===== src/rtl/pb_debounce.sv =====
// ---------------------------------------------------------------------------
// pb_debounce
//
// Multi-channel pushbutton debouncer. Each raw, active-low board button is
// brought into the clk domain through a two-flop synchronizer. The
// synchronized level is accepted into pb_out only after it has differed from
// the current pb_out for DB_CYCLES consecutive clock edges. An accepted change
// fires a one-cycle press (1->0) or release (0->1) pulse. Every channel is
// fully independent of the others.
//
// Parameters
//   WIDTH      number of pushbutton channels
//   DB_CYCLES  consecutive differing samples needed to accept a change
//              (legal range 2 .. 2**CNT_W)
//   CNT_W      width of each per-channel stability counter
//
// Ports
//   clk            system clock; all state updates on its rising edge
//   reset_n        synchronous active-low reset
//   pb_raw         asynchronous pushbuttons, active-low (0 = pressed)
//   pb_out         debounced level, same polarity as pb_raw (registered)
//   press_pulse    one-cycle pulse on an accepted 1->0 change (registered)
//   release_pulse  one-cycle pulse on an accepted 0->1 change (registered)
// ---------------------------------------------------------------------------
module pb_debounce #(
  parameter int          WIDTH     = 4,
  parameter int unsigned DB_CYCLES = 1000000,
  parameter int          CNT_W     = 20
) (
  input  logic             clk,
  input  logic             reset_n,
  input  logic [WIDTH-1:0] pb_raw,
  output logic [WIDTH-1:0] pb_out,
  output logic [WIDTH-1:0] press_pulse,
  output logic [WIDTH-1:0] release_pulse
);

  // Terminal count: the counter reaches this value after DB_CYCLES-1
  // differing edges, so the DB_CYCLES-th differing edge performs the accept.
  localparam logic [CNT_W-1:0] DB_LAST = CNT_W'(DB_CYCLES - 32'd1);
  localparam logic [CNT_W-1:0] CNT_ONE = CNT_W'(32'd1);

  logic [WIDTH-1:0]            sync1_r;
  logic [WIDTH-1:0]            sync2_r;
  logic [WIDTH-1:0]            pb_out_r;
  logic [WIDTH-1:0]            press_r;
  logic [WIDTH-1:0]            release_r;
  logic [WIDTH-1:0][CNT_W-1:0] cnt_r;

  logic [WIDTH-1:0]            accept_s;
  logic [WIDTH-1:0][CNT_W-1:0] cnt_nxt_s;

  // Per-channel next-count and accept decision from the synchronized level.
  always_comb begin
    accept_s  = '0;
    cnt_nxt_s = '0;
    for (int i = 0; i < WIDTH; i++) begin
      if (sync2_r[i] == pb_out_r[i]) begin
        // Level agrees with pb_out (or a bounce returned): restart counting.
        accept_s[i]  = 1'b0;
        cnt_nxt_s[i] = '0;
      end else if (cnt_r[i] == DB_LAST) begin
        // Enough consecutive differing samples: accept, counter back to 0.
        accept_s[i]  = 1'b1;
        cnt_nxt_s[i] = '0;
      end else begin
        // Saturation is impossible: we never increment past DB_LAST.
        accept_s[i]  = 1'b0;
        cnt_nxt_s[i] = cnt_r[i] + CNT_ONE;
      end
    end
  end

  // Synchronizer, counters, debounced level and edge pulses.
  always_ff @(posedge clk) begin
    if (!reset_n) begin
      sync1_r   <= '1;
      sync2_r   <= '1;
      pb_out_r  <= '1;
      cnt_r     <= '0;
      press_r   <= '0;
      release_r <= '0;
    end else begin
      sync1_r   <= pb_raw;
      sync2_r   <= sync1_r;
      cnt_r     <= cnt_nxt_s;
      // On accept pb_out takes sync2, which always differs, i.e. a toggle.
      pb_out_r  <= pb_out_r ^ accept_s;
      // Direction of the accepted change is the newly accepted level.
      press_r   <= accept_s & ~sync2_r;
      release_r <= accept_s &  sync2_r;
    end
  end

  assign pb_out        = pb_out_r;
  assign press_pulse   = press_r;
  assign release_pulse = release_r;

endmodule


===== config.mk =====
export PLATFORM = sky130hd
export DESIGN_NAME = pb_debounce
export DESIGN_NICKNAME = d
export VERILOG_FILES = /design/src/rtl/pb_debounce.sv
export SDC_FILE = /design/constraint.sdc
export NUM_CORES = 1
export LEC_CHECK = 0
export ABC_AREA = 1
export BUFFER_PORTS_ARGS = -buffer_cell sky130_fd_sc_hd__buf_2
export CAP_MARGIN = 20
export CORE_AREA = 2 2 101 103
export CTS_BUF_LIST = sky130_fd_sc_hd__clkbuf_8
export DETAILED_ROUTE_END_ITERATION = 8
export DIE_AREA = 0 0 103 105
export MAX_ROUTING_LAYER = met4
export PLACE_DENSITY_LB_ADDON = 0.1
export SYNTH_ARGS = -nofsm -noshare
export SYNTH_HDL_FRONTEND = slang
export SYNTH_SLANG_ARGS = --single-unit

===== constraint.sdc =====
create_clock -name clk -period 3.5 [get_ports clk]
set_input_delay 0.35 -clock clk [delete_from_list [all_inputs] [get_ports clk]]
set_output_delay 0.35 -clock clk [all_outputs]
set_load 0.03 [all_outputs]

==> results.yml <==
sta:
  rsz0062_at_grt: "false"
  max_freq_ghz: 0.544
  setup_violations: 0
  maxSlewHeadroom: 0.552
  fin_tns_setup_ps: 0
  period_share: 0.525
  clock_skew_ps: 8.80
  hold-worst-slack_ps: 163
  tightest_slew_ps: 670
  finalHoldViolCount: 0
  period_needed_ps: 1840
  slew_violations: 0
synth:
  yosys_warnings: 0
  yosys-top-cells-area: "dfxtp_1 42%, nor2_1 13%, nand2_1 13%"
  synth-edff-count: 0
  syn_area_sq_um: 4720
  synth_most_common_cell: "nor2_1"
  synth_seq_cells: 100
  synth_top_area_cell: "dfxtp_1"
  async_flop_share: 0
  ys.flop_type: "dfxtp_1"
  syn-num-nets: 689
  syn_avg_cell_area_sq_um: 6.96
  synth_top_area_share: 0.424
  seq_area_frac_synth: 0.424
  ys_types: 29
  synth_common_cells: "164 x nor2_1, 158 x nand2_1, 100 x dfxtp_1, 58 x inv_1, 55 x nand3_1"
  synth_cells: 679
floorplan:
  initial_core_util: 0.490
  io_pins: 18
  die_area_sq_um: 10800
  fp.dieH_um: 105
  rows: 36
  core_sq_um: 9640
  die_w_um: 103
critical_path:
  crit_type: "flop to flop"
  endpoint_kind: "flop"
  cp.buffers_inverters: 0
  cpMostUsedCell: "nand3_1"
  startpoint_type: "flop"
  rr_worst_depth: 6
  r2r-start: "cnt_r[60]"
  critPathMaxFanout: 20
  cpMaxStageDelayCell: "nand2_1"
  r2r_slack_ps: 1660
  cp_data_arrival_time_ps: 2080
  crit_family: "simple AND/OR/NAND/NOR gates"
  worstPathCellList: "ha_1, nand3_1, nor3_1, nand3_1, nand2_1, nor2_1"
  r2r-end: "cnt_r[71]"
  crit_required_ps: 3740
  crit_path_max_incr_delay_ps: 520
flow_run:
  max_cap_violations: 0
final_layout:
  num-fill-cells: 1020
  drive_gt1_frac: 0.0806
  diodes: 0
  area_delta_synth_final_pct: 9.17
  seq_area_sq_um: 2000
  layout.nets: 712
  multi_input_area_sq_um: 2450
clocking:
  clock_latency_ps: 380
  htreeDepth: 3
  clkTransAtPathRegs_ps: 100
  numCtsBuffers: 9
  cts-root-buf: "clkbuf_8"
  cts_resized: 0
  cts_sinks: 100
  cts_tree: "yes"
  cts_setup_buffers: 0
  cts_hold_buf: 0
  clk_path_buf_depth: 2
pwr:
  irDropWorstVdd_mv: 0.279
  power_density_nw_per_um2: 389
  power_leakage_nw: 1.60
place:
  gp_congestion: 0.858
  dpl.hpwl_um: 6920
  portBuffers: 17
hold_path:
  hold_depth: 2
  hold_end: "sync1_r[3]"
  hold_path.startpoint: "pb_raw[3]"
  worst_hold_path_type: "input port to flop"
grt:
  grt_pass1_vias: 3634
  grt_pass1_wl_um: 16000
  grt_max_degree: 21
  antenna_found_initial: 0
  grt_overflow: 0
  grt_usage: 0.188
drt:
  drc_errors: 0
  vias: 4020
  detail_route.iter0.violations: 146
  wire_per_inst_um: 10.9
  ant_nets: 0
  drt-pass1-iter-count: 6
  post_drt_via_cell_ratio: 4.79
  routed_wl_um: 9170
outcome:
  outcome: "finished clean"
[area by class of cell]
type | instances | area share
Multi-Input combinational cell | 515 | 0.476
Sequential cell | 100 | 0.388
Inverter | 59 | 0.0430
Tap cell | 133 | 0.0323
Clock buffer | 9 | 0.0240
Clock inverter | 7 | 0.0201
Timing Repair Buffer | 17 | 0.0165
[stage by stage]
step	area (sq um)	util	instances	setup slack, ps	total power [mW]
3_3_place_gp	4930	0.511	824	1710	1.20
6_report	5160	0.535	840	1660	2.01
3_5_place_dp	4930	0.511	824	1620	1.20
2_1_floorplan	4720	-	679	2060	1.19
5_1_grt	5160	0.535	840	1460	2.09
4_1_cts	5160	0.535	840	1620	2.04
[cell usage in the layout (no fill, tap or decap), types with 3 or more instances in the layout]
cell / count
a21oi_1: 30
buf_2: 17
clkbuf_8: 9
dfxtp_1: 100
ha_1: 4
inv_1: 58
inv_6: 4
nand2_1: 158
nand3_1: 55
nand3_2: 3
nand3b_1: 5
nand4_1: 14
nor2_1: 164
nor3_1: 11
o21ai_0: 8
o21bai_1: 3
or2_2: 14
xnor2_1: 13
xor2_1: 23
[how the worst max path moves through the flow]
stage,start,to,slack (ps),cells after the start
CTS,cnt_r[60],cnt_r[71],1620,6
finish,cnt_r[60],cnt_r[71],1660,6
global placement,cnt_r[60],cnt_r[70],1710,6
floorplan,cnt_r[40],cnt_r[50],2060,7
detailed placement,cnt_r[60],cnt_r[70],1620,6
global route,cnt_r[60],cnt_r[71],1460,6
[power by group]
group | internal [mW] | switching [mW]
sequential | 1.14 | 0.00390
clock | 0.414 | 0.421
combinational | 0.00853 | 0.0153
[metal layers]
layer / routed length (um) / global-route usage / vias to the layer above / share of wire
met5: 0 / - / - / 0
met4: 176 / 0.0564 / 0 / 0.019
met3: 279 / 0.0522 / 13 / 0.030
met2: 4020 / 0.278 / 48 / 0.44
met1: 4700 / 0.250 / 1764 / 0.51
li1: - / - / 2195 / -
[registers in the layout, summed over array words and instances, names as in the netlist, named ones only]
signal and cells:
release_pulse 4, sync2_r 4, cnt_r 80, press_pulse 4, sync1_r 4
[cells by family after synthesis]
kind of cell / synth area share
AOI/OAI and AO/OA: 0.0509
and+or+nand+nor: 0.391
buffers and inverters: 0.0567
adders and majority gates: 0.0106
DFF: 0.424
xor gates and xnor gates: 0.0668
Power figures use the tool's default switching activity.
